--- config.mk ---
export PLATFORM = sky130hd
export DESIGN_NAME = shift_deser
export DESIGN_NICKNAME = d
export VERILOG_FILES = /design/src/rtl/shift_deser.sv
export SDC_FILE = /design/constraint.sdc
export NUM_CORES = 1
export LEC_CHECK = 0
export BUFFER_PORTS_ARGS = -buffer_cell sky130_fd_sc_hd__buf_2
export CORE_MARGIN = 3
export CORE_UTILIZATION = 35
export CTS_CLUSTER_SIZE = 14
export DETAILED_ROUTE_END_ITERATION = 8
export GPL_TIMING_DRIVEN = 0
export SKIP_CTS_REPAIR_TIMING = 1
export SYNTH_ARGS = -nofsm -noshare
export SYNTH_HDL_FRONTEND = slang
export SYNTH_SLANG_ARGS = --single-unit
export TNS_END_PERCENT = 1
--- constraint.sdc ---
create_clock -name CK -period 1.47 [get_ports CK]
set_input_delay 0.294 -clock CK [delete_from_list [all_inputs] [get_ports CK]]
set_output_delay 0.294 -clock CK [all_outputs]
set_load 0.02 [all_outputs]
--- src/rtl/shift_deser.sv ---
// Serial-to-parallel deserializer with valid/ready output and sticky overrun.
// Bits arrive one per SV cycle. FS marks bit 0 of a new word and latches the
// bit order from DIR. A completed word is offered on Q with DV until the
// consumer takes it with DR.
// Ports:
//   CK  - clock, rising edge
//   RST - synchronous active-high reset
//   SI  - serial data bit, SV - SI valid, FS - frame start (qualified by SV)
//   DIR - bit order sampled on an accepted FS (0 = LSB first, 1 = MSB first)
//   Q   - assembled word, DV - Q holds an unconsumed word, DR - consumer ready
//   OVR - sticky overrun: a word completed while the previous one was unconsumed
module shift_deser #(
  parameter int unsigned C_NUM_BITS = 4
) (
  input  logic                  CK,
  input  logic                  RST,
  input  logic                  SI,
  input  logic                  SV,
  input  logic                  FS,
  input  logic                  DIR,
  input  logic                  DR,
  output logic [C_NUM_BITS-1:0] Q,
  output logic                  DV,
  output logic                  OVR
);

  localparam int unsigned CW = $clog2(C_NUM_BITS + 1);
  localparam logic [CW-1:0] CNT_LAST = CW'(C_NUM_BITS);

  typedef enum logic {IDLE, RECV} state_t;

  state_t                  state, state_nx;
  logic [C_NUM_BITS-1:0]   sr, sr_nx, shifted, q_nx;
  logic [CW-1:0]           cnt, cnt_nx, bit_cnt;
  logic                    ord, ord_nx, ord_use;
  logic                    dv_nx, ovr_nx;
  logic                    start, cont, done;

  // Next-state, datapath and output-register inputs
  always_comb begin
    state_nx = state;
    sr_nx    = sr;
    cnt_nx   = cnt;
    ord_nx   = ord;
    q_nx     = Q;
    dv_nx    = DV;
    ovr_nx   = OVR;

    // FS in either state starts a new word; in RECV it abandons the partial one
    start   = SV && FS;
    cont    = SV && !FS && (state == RECV);
    ord_use = start ? DIR : ord;
    shifted = ord_use ? {sr[C_NUM_BITS-2:0], SI} : {SI, sr[C_NUM_BITS-1:1]};
    bit_cnt = start ? CW'(1) : cnt + CW'(1);
    done    = (start || cont) && (bit_cnt == CNT_LAST);

    if (start || cont) begin
      sr_nx  = shifted;
      ord_nx = ord_use;
      if (done) begin
        cnt_nx   = '0;
        state_nx = IDLE;
      end else begin
        cnt_nx   = bit_cnt;
        state_nx = RECV;
      end
    end

    // Output handshake: a completing word replaces a word being consumed this cycle
    if (done && (!DV || DR)) begin
      q_nx  = shifted;
      dv_nx = 1'b1;
    end else if (done) begin
      ovr_nx = 1'b1;
    end else if (DV && DR) begin
      dv_nx = 1'b0;
    end
  end

  // State and output registers
  always_ff @(posedge CK) begin
    if (RST) begin
      state <= IDLE;
      sr    <= '0;
      cnt   <= '0;
      ord   <= 1'b0;
      Q     <= '0;
      DV    <= 1'b0;
      OVR   <= 1'b0;
    end else begin
      state <= state_nx;
      sr    <= sr_nx;
      cnt   <= cnt_nx;
      ord   <= ord_nx;
      Q     <= q_nx;
      DV    <= dv_nx;
      OVR   <= ovr_nx;
    end
  end

endmodule

After elaboration in Yosys (flattened, before gate mapping)
Index checks and enable logic that the tools add are counted.
- register bits: 15
- output and inout port bits: 6
- eq/ne operators: 2
- mux-type cells: 8
- bitwise operators: 1
- reductions and logical operators: 13
- add/sub/neg operators: 1
- operators with widths (kind ; number):
    logical AND 1 bit ; 6
    two-way mux 3 bit ; 2
    two-way mux 1 bit ; 5
    two-way mux 4 bit ; 1
    AND reduction 2 bit ; 2
    adder 3 x 1 -> 3 bit (second input constant) ; 1
    equality test 3 bit (second input constant) ; 1
    logical NOT 1 bit ; 2
    logical OR 1 bit ; 2
    inequality test 2 x 1 -> 1 bit (second input constant) ; 1
    nonzero test 2 bit ; 1
    NOT 1 bit ; 1

Longest topological paths before layout
Gate-level depths: netlist of the first run.
- depth in word-level cells: 8
- depth in mapped cells: 5
- mapped depth without buffers: 5

Worst setup path after synthesis of the first run
No wires, ideal clock.
- path kind: register to register
- start point: reg cnt[0]
- end point: reg Q[0]
- buffers on the path: 0
- arrival time: 1.379 ns
- clock period less this slack: 1.464 ns
- setup slack: 0.006 ns
- stages on the path, launching flop included: 5
- path through: dfxtp_1 > ha_1 > nor4b_4 > nor2_1 > a211oi_1
- word-level cells in the longest chain between the ends: 5
- ends and longest elaborated chain (item ; line ; source):
    from (decl) ; 34 ; logic [CW-1:0] cnt, cnt_nx, bit_cnt;
    from (signal assigned) ; 93 ; cnt <= cnt_nx;
    adder 3 x 1 -> 3 bit ; 54 ; bit_cnt = start ? CW'(1) : cnt + CW'(1);
    two-way mux 3 bit ; 54 ;
    equality test 3 bit ; 55 ; done = (start || cont) && (bit_cnt == CNT_LAST);
    logical AND 1 bit ; 55 ;
    logical AND 1 bit ; 70 ; if (done && (!DV || DR)) begin
    to (signal assigned) ; 95 ; Q <= q_nx;
    to (decl) ; 22 ; output logic [C_NUM_BITS-1:0] Q,
No other way between the ends.
A chain may end at the register's enable or synchronous reset.

Worst setup path in the final report of the first run
- start point: reg cnt[0]
- end point: reg Q[3]
The elaborated chain is that of the path after synthesis.

==> impl_metrics.py, run 1 <==
metrics = {
    "status": {
        "status": "complete, no violations",
    },
    "clock_network": {
        "cts_tree": "done",
        "clk_path_buf_depth": 2,
        "clk_latency_ns": 0.29,
        "cts_root_buffer": "clkbuf_4",
        "htree_levels": 1,
        "clock_sinks": 15,
        "cts_buffers": 3,
        "clk_pin_slew_ns": 0.10,
    },
    "timing": {
        "timing.final.crit_share_pct": 93.9,
        "setup_violations": 0,
        "max_clock_freq_mhz": 725,
        "hold_viol": 0,
        "slew_viol_final": 0,
        "fin_crit_ns": 1.38,
        "tightest_slew_ns": 0.489,
        "rsz0062_at_grt": "false",
        "slew_headroom_pct": 67.4,
        "fin_skew_ns": 0.00838,
        "setup_ws_ns": 0.0898,
        "tns_ns": 0,
    },
    "route": {
        "route.detailed.drc": 0,
        "dr_wl_met2_microns": 620,
        "ant_nets": 0,
        "top_layer": "met4",
        "wl_per_cell_microns": 11.8,
        "vias_per_cell": 4.94,
        "drt_iter0_drc": 8,
        "via_count": 533,
        "wirelength_microns": 1270,
        "firstDrtPassIters": 3,
        "drt-met1-wl_microns": 587,
        "wl_met3_microns": 55,
    },
    "worst_setup_path": {
        "crit_cells": 6,
        "critical_path.max_stage_delay_ns": 0.38,
        "rr_worst_depth": 6,
        "crit_required_ns": 1.68,
        "crit_chain": "ha_4 > xnor2_4 > nor4b_4 > buf_6 > nor2_1 > a211oi_1",
        "critPathBufInv": 1,
        "arrival_ns": 1.59,
        "worstPathMaxFanout": 8,
        "cp_top_family": "flip-flops",
        "worstSetupPathType": "flop to flop",
        "crit_slowest_cell": "dfxtp_4",
        "worstSetupStartpointType": "flop",
        "critPathCaptureType": "flop",
    },
    "finish": {
        "finalNonFillerCells": 108,
        "layout_common_cells": "dfxtp_1, nor2_1, buf_2",
        "drive_gt1_share_pct": 33.7,
        "num_antenna_cells": 0,
        "fill_cells": 191,
        "layout_commonest_cell": "dfxtp_1",
        "finish.instance_area_sq_um": 837,
        "num-nets-final": 92,
        "area_delta_synth_final_pct": 26.0,
    },
    "global_routing": {
        "antenna_found_initial": 0,
        "grt_overflow": 0,
        "grt_pass1_vias": 520,
        "grt_pass1_wl_microns": 2170,
        "grt_max_degree": 11,
        "grt_usage_pct": 11.3,
    },
    "power_and_ir_drop": {
        "power_uw": 759,
        "p_leak_nw": 0.359,
        "ir_drop_mv": 0.628,
        "power_density_mw_per_mm2": 907,
    },
    "synth": {
        "synth-seq-cells": 15,
        "synthCells": 67,
        "syn-cell-area_sq_um": 664,
        "syn_nets": 75,
        "ys_warn_count": 0,
        "avgSynthCellArea_sq_um": 9.92,
        "seq_area_frac_synth_pct": 45.2,
        "synth.distinct_cells": 23,
    },
    "hold_path": {
        "min_path_cells": 2,
        "hold_class": "input port to flop",
    },
    "floorplanning": {
        "fp-row-count": 15,
        "floorplan.initialDensity_pct": 37.7,
        "die-area_sq_mm": 0.00246,
        "ios": 13,
        "fp.coreArea_sq_mm": 0.00176,
        "chipWidth_microns": 49.6,
        "dieHeight_microns": 49.6,
    },
    "placement": {
        "gp_congestion": 0.684,
        "dp.cells": 104,
        "postPlaceCellArea_sq_um": 756,
        "dp_hpwl_microns": 930,
        "io_buffers": 12,
        "post-place-ws_ns": -0.177,
    },
    "run": {
        "drv_cap": 0,
    },
}
[per-layer routing]
layer  track usage, %  vias to the layer above
met5                0                        -
met4             1.38                        0
met3             5.74                        2
met2             18.7                        8
met1             13.4                      248
li1                 -                      275
[worst paths after layout]
check        slack (ns)                 to           startpoint
max                0.09  Q[3]$_SDFFE_PP0P_  cnt[0]$_SDFFE_PP0P_
min                0.24  Q[2]$_SDFFE_PP0P_                  RST
max reg2reg        0.09  Q[3]$_SDFFE_PP0P_  cnt[0]$_SDFFE_PP0P_
min reg2reg        0.47   OVR$_SDFFE_PP0P_     OVR$_SDFFE_PP0P_
[Yosys cell counts]
cell type / number / area share [%]
a211oi_1: 8 / 9.0
a21oi_1: 3 / 2.3
a31oi_1: 2 / 1.9
clkbuf_1: 2 / 1.1
dfxtp_1: 15 / 45
ha_1: 1 / 1.9
inv_1: 3 / 1.7
mux2i_1: 4 / 6.0
mux2i_4: 1 / 3.4
nand2_1: 2 / 1.1
nand2_2: 1 / 0.94
nand2b_1: 1 / 0.94
nand3b_1: 1 / 1.1
nand4b_1: 2 / 2.6
nand4b_4: 1 / 3.6
nor2_1: 12 / 6.8
nor3_1: 2 / 1.5
nor4_1: 1 / 0.94
nor4b_4: 1 / 3.6
o21a_1: 1 / 1.1
o21ai_0: 1 / 0.75
or3_2: 1 / 1.1
xnor2_1: 1 / 1.3
[worst register-to-register path, delay by kind of cell (launching register included)]
| kind | cells | cell delay, ns |
|---|---|---|
| AO/OA/AOI/OAI | 1 | 0.17 |
| XOR/XNOR | 1 | 0.14 |
| adder cells (fa/ha/maj) | 1 | 0.18 |
| buffers and inverters | 1 | 0.16 |
| flip-flops | 1 | 0.38 |
| AND/OR/NAND/NOR | 2 | 0.28 |
[where the power goes]
part | leakage, nW | switching (mW) | internal (mW)
Sequential | 0.123 | 0.0144 | 0.421
Combinational | 0.218 | 0.0480 | 0.0371
Clock | 0.0177 | 0.138 | 0.101
[layout make-up]
cell class | count | area [sq um] | area share, %
Buffer | 1 | 3.75 | 0.448
Clock buffer | 3 | 22.5 | 2.69
Clock inverter | 1 | 5.00 | 0.598
Inverter | 3 | 11.3 | 1.35
Multi-Input combinational cell | 47 | 387 | 46.2
Sequential cell | 15 | 305 | 36.5
Tap cell | 25 | 31.3 | 3.74
Timing Repair Buffer | 13 | 71.3 | 8.52
[registers in the layout, summed over array words and instances, names as in the netlist]
name,cells
state,1
OVR,1
Q,4
cnt,3
ord,1
sr,4
DV,1
[metrics by stage]
stage	utilization [%]	hold WS (ns)
floorplan	-	0.367
global placement	42.8	0.449
detailed placement	42.8	0.456
CTS	44.4	0.228
global route	47.4	0.250
finish	47.4	0.243
[cells by family after synthesis]
family                   synth area share (%)
multiplexers                             9.42
XOR/XNOR                                 1.32
buffers and inverters                    2.83
flip-flops                               45.2
AO/OA/AOI/OAI                            15.1
adder cells (fa/ha/maj)                  1.88
AND/OR/NAND/NOR                          24.3
(Power assumes the default switching activity.)
==> run 2: changes to the inputs <==
PLACE_DENSITY_LB_ADDON = 0.25   (was default)
==> impl_metrics.py, run 2 (same netlist as run 1, synthesis figures left out) <==
metrics = {
    "floorplanning": {
        "fp.coreArea_sq_mm": 0.00176,
        "chipWidth_microns": 49.6,
        "dieHeight_microns": 49.6,
        "die-area_sq_mm": 0.00246,
        "floorplan.initialDensity_pct": 37.7,
        "fp-row-count": 15,
        "ios": 13,
    },
    "worst_setup_path": {
        "cp_top_family": "flip-flops",
        "critical_path.max_stage_delay_ns": 0.38,
        "crit_required_ns": 1.66,
        "rrSetupSlack_ns": 0.1,
        "critPathCaptureType": "flop",
        "crit_slowest_cell": "dfxtp_4",
        "worstSetupStartpointType": "flop",
        "worstSetupPathType": "flop to flop",
        "worstPathMaxFanout": 8,
        "arrival_ns": 1.57,
        "critPathBufInv": 1,
        "crit_chain": "ha_4 > xnor2_4 > nor4b_4 > buf_6 > nor2_1 > a211oi_1",
    },
    "route": {
        "drt_iter0_drc": 9,
        "route.detailed.drc": 0,
        "via_count": 528,
        "vias_per_cell": 4.84,
        "firstDrtPassIters": 4,
        "ant_nets": 0,
        "wl_per_cell_microns": 11.6,
        "wirelength_microns": 1260,
    },
    "timing": {
        "tns_ns": 0,
        "max_clock_freq_mhz": 727,
        "slew_viol_final": 0,
        "fin_skew_ns": 0.00243,
        "hold_slack_ns": 0.245,
        "fin_crit_ns": 1.37,
        "timing.final.crit_share_pct": 93.5,
        "rsz0062_at_grt": "false",
        "tightest_slew_ns": 0.482,
        "setup_ws_ns": 0.0952,
        "hold_viol": 0,
        "slew_headroom_pct": 67.9,
        "setup_violations": 0,
    },
    "global_routing": {
        "grt_pass1_vias": 516,
        "grt_usage_pct": 11.8,
        "antenna_found_initial": 0,
        "grt_overflow": 0,
        "grt_pass1_wl_microns": 2210,
        "grt_max_degree": 11,
    },
    "status": {
        "status": "complete, no violations",
    },
    "power_and_ir_drop": {
        "ir_drop_mv": 0.854,
        "power_density_mw_per_mm2": 902,
        "p_leak_nw": 0.358,
        "power_uw": 748,
    },
    "finish": {
        "num_antenna_cells": 0,
        "seq_area_sq_um": 305,
        "layout_common_cells": "dfxtp_1, nor2_1, buf_2",
        "drive_gt1_share_pct": 29.8,
        "reg_top3": "Q (4), sr (4), cnt (3)",
        "fill_cells": 189,
        "utilization_pct": 47.0,
        "area_delta_synth_final_pct": 24.9,
        "finalNonFillerCells": 109,
        "multiInputGateArea_sq_um": 377,
        "layout_commonest_cell": "dfxtp_1",
        "finish.instance_area_sq_um": 830,
        "num-nets-final": 93,
    },
    "hold_path": {
        "hold_class": "input port to flop",
    },
    "clock_network": {
        "htree_levels": 1,
        "clk_pin_slew_ns": 0.09,
        "clk_path_buf_depth": 2,
        "cts_root_buffer": "clkbuf_4",
        "cts_buffers": 3,
        "cts_tree": "done",
        "clock_sinks": 15,
        "clk_latency_ns": 0.27,
    },
    "run": {
        "drv_cap": 0,
    },
    "placement": {
        "gp_congestion": 0.677,
        "io_buffers": 12,
        "post-place-ws_ns": -0.186,
        "dp_hpwl_microns": 933,
        "dp.cells": 104,
        "postPlaceCellArea_sq_um": 756,
    },
}
[run 2: power breakdown]
group	switching (mW)	internal (mW)
Sequential	0.0145	0.421
Combinational	0.0464	0.0378
Clock	0.124	0.105
[run 2: layer usage]
layer / wire [microns] / share of wire (%) / global-route usage, %
met5: 0 / 0 / 0
met4: 0 / 0 / 4.15
met3: 54 / 4.3 / 5.74
met2: 620 / 49 / 18.7
met1: 587 / 47 / 13.6
[run 2: area by class of cell]
type                    count  share of cell area [%]
multi-input cells          47                    45.4
flip-flops and latches     15                    36.8
clock buffers               4                    3.17
plain buffers               2                   0.905
repair buffers             13                    8.60
well taps                  25                    3.77
inverters                   3                    1.36
[run 2: final timing paths]
check,cells after the start,from,endpoint
max,6,cnt[0]$_SDFFE_PP0P_,Q[1]$_SDFFE_PP0P_
min,2,RST,cnt[0]$_SDFFE_PP0P_
max reg2reg,6,cnt[0]$_SDFFE_PP0P_,Q[1]$_SDFFE_PP0P_
min reg2reg,2,OVR$_SDFFE_PP0P_,OVR$_SDFFE_PP0P_
[run 2: worst register-to-register path: cells and delay by family, from the launching register on]
kind                     cells  cell delay [ns]
AO/OA/AOI/OAI                1             0.15
buffers and inverters        1             0.17
flip-flops                   1             0.38
AND/OR/NAND/NOR              2             0.27
adder cells (fa/ha/maj)      1             0.18
XOR/XNOR                     1             0.14
==> run 3: changes to the inputs <==
CORE_UTILIZATION = 46   (was 35)
clock period = 1.25 ns   (was 1.47 ns; I/O delays follow)
==> impl_metrics.py, run 3 (same netlist as run 1, synthesis figures left out) <==
metrics = {
    "clock_network": {
        "htree_levels": 1,
        "cts_root_buffer": "clkbuf_4",
        "cts_tree": "done",
        "clk_pin_slew_ns": 0.10,
        "cts_buffers": 3,
        "clk_path_buf_depth": 2,
        "clock_sinks": 15,
        "clk_latency_ns": 0.28,
    },
    "finish": {
        "area_delta_synth_final_pct": 26.6,
        "num_antenna_cells": 0,
        "seq_area_sq_um": 305,
        "num-nets-final": 94,
        "layout_common_cells": "dfxtp_1, nor2_1, buf_2",
        "finalNonFillerCells": 100,
        "fill_cells": 128,
        "layout_commonest_cell": "dfxtp_1",
        "reg_top3": "Q (4), sr (4), cnt (3)",
        "drive_gt1_share_pct": 36.5,
        "multiInputGateArea_sq_um": 392,
    },
    "floorplanning": {
        "ios": 13,
        "chipWidth_microns": 44.0,
        "fp-row-count": 13,
        "fp.coreArea_sq_mm": 0.00133,
        "floorplan.initialDensity_pct": 49.8,
        "dieHeight_microns": 44.0,
        "die-area_sq_mm": 0.00194,
    },
    "global_routing": {
        "grt_usage_pct": 15.8,
        "grt_max_degree": 11,
        "antenna_found_initial": 0,
        "grt_overflow": 0,
        "grt_pass1_vias": 504,
        "grt_pass1_wl_microns": 2240,
    },
    "worst_setup_path": {
        "critical_path.max_stage_delay_ns": 0.38,
        "crit_chain": "ha_4 > xnor2_4 > nor4b_4 > buf_4 > nor2_1 > a211oi_2",
        "rrSetupSlack_ns": -0.17,
        "cp_top_family": "flip-flops",
        "worstPathMaxFanout": 7,
        "crit_slowest_cell": "dfxtp_4",
        "r2r_end": "Q[2]$_SDFFE_PP0P_",
        "arrival_ns": 1.62,
        "crit_required_ns": 1.45,
        "worstSetupPathType": "flop to flop",
        "rr_worst_depth": 6,
        "critPathBufInv": 1,
        "critPathCaptureType": "flop",
        "reg2reg_from": "cnt[0]$_SDFFE_PP0P_",
        "worstSetupStartpointType": "flop",
    },
    "route": {
        "dr_wl_met2_microns": 754,
        "wl_per_cell_microns": 14.9,
        "vias_per_cell": 5.44,
        "top_layer": "met4",
        "via_count": 544,
        "firstDrtPassIters": 4,
        "drt-met1-wl_microns": 677,
        "route.detailed.drc": 0,
        "wirelength_microns": 1490,
        "wl_met3_microns": 37,
        "drt_iter0_drc": 8,
        "ant_nets": 0,
    },
    "power_and_ir_drop": {
        "p_leak_nw": 0.371,
        "power_density_mw_per_mm2": 1070,
        "ir_drop_mv": 0.761,
    },
    "timing": {
        "setup_ws_ns": -0.170,
        "setup_violations": 7,
        "slew_headroom_pct": 68.2,
        "slew_viol_final": 0,
        "fin_crit_ns": 1.42,
        "tightest_slew_ns": 0.477,
        "tns_ns": -0.869,
        "timing.final.crit_share_pct": 114,
        "max_clock_freq_mhz": 704,
        "hold_viol": 0,
        "rsz0062_at_grt": "true",
        "fin_skew_ns": 0.00410,
    },
    "hold_path": {
        "hold_start": "RST",
        "min_to": "cnt[0]$_SDFFE_PP0P_",
        "min_path_cells": 2,
        "hold_class": "input port to flop",
    },
    "run": {
        "drv_cap": 0,
    },
    "placement": {
        "dp_hpwl_microns": 974,
        "dp.cells": 94,
        "io_buffers": 12,
        "gp_congestion": 0.723,
    },
    "status": {
        "status": "complete, but fails checks",
        "violations": "negative setup slack",
    },
}
## run 3: cell types whose count changed in the layout (fill, tap and decap cells not counted)
cell,previous run,this run
a211oi_1,8,5
a211oi_2,0,3
buf_4,0,3
clkbuf_1,3,1
buf_6,1,0
clkinv_2,0,1
## run 3: worst max-delay path by stage
stage / from / to / slack (ns) / depth (start not counted)
after floorplan: cnt[0]$_SDFFE_PP0P_ / Q[1]$_SDFFE_PP0P_ / -0.05 / 5
after global placement: cnt[0]$_SDFFE_PP0P_ / Q[1]$_SDFFE_PP0P_ / -0.17 / 5
after detailed placement: cnt[0]$_SDFFE_PP0P_ / Q[0]$_SDFFE_PP0P_ / -0.20 / 5
after CTS: cnt[0]$_SDFFE_PP0P_ / Q[0]$_SDFFE_PP0P_ / -0.22 / 5
after global routing: cnt[0]$_SDFFE_PP0P_ / Q[1]$_SDFFE_PP0P_ / -0.22 / 6
final: cnt[0]$_SDFFE_PP0P_ / Q[2]$_SDFFE_PP0P_ / -0.17 / 6
## run 3: worst register-to-register path, stage by stage, from the launching register on
cell      delay, ns
dfxtp_4        0.38
ha_4           0.18
xnor2_4        0.14
nor4b_4        0.22
buf_4          0.18
nor2_1         0.07
a211oi_2       0.17
## run 3: cell type report
cell class | instances | area share [%]
sequential | 15 | 36.3
clock inverter | 1 | 0.595
clock buffer | 3 | 2.68
multi-input combinational | 47 | 46.6
tap | 15 | 2.23
timing repair buffer | 15 | 9.82
inverter | 3 | 1.34
buffer | 1 | 0.446
## run 3: routing by layer
layer / track usage, % / up-vias
met5: 0 / -
met4: 9.04 / 0
met3: 2.49 / 4
met2: 25.0 / 7
met1: 20.3 / 253
li1: - / 280
## run 3: report_power, final
group | switching, mW | total (mW) | internal [mW]
combinational | 0.0603 | 0.104 | 0.0436
clock | 0.165 | 0.284 | 0.119
sequential | 0.0179 | 0.513 | 0.495
total | 0.243 | 0.900 | 0.657
## run 3: metrics by stage
| stage | total power, mW | hold WS, ns | setup slack (ns) | area, sq um | util, % |
|---|---|---|---|---|---|
| 2_1_floorplan | 0.589 | 0.321 | -0.0523 | 686 | - |
| 3_3_place_gp | 0.620 | 0.449 | -0.167 | 764 | 57.3 |
| 3_5_place_dp | 0.623 | 0.456 | -0.195 | 764 | 57.3 |
| 4_1_cts | 0.905 | 0.185 | -0.224 | 792 | 59.4 |
| 5_1_grt | 0.932 | 0.237 | -0.219 | 841 | 63.0 |
| 6_report | 0.900 | 0.231 | -0.170 | 841 | 63.0 |
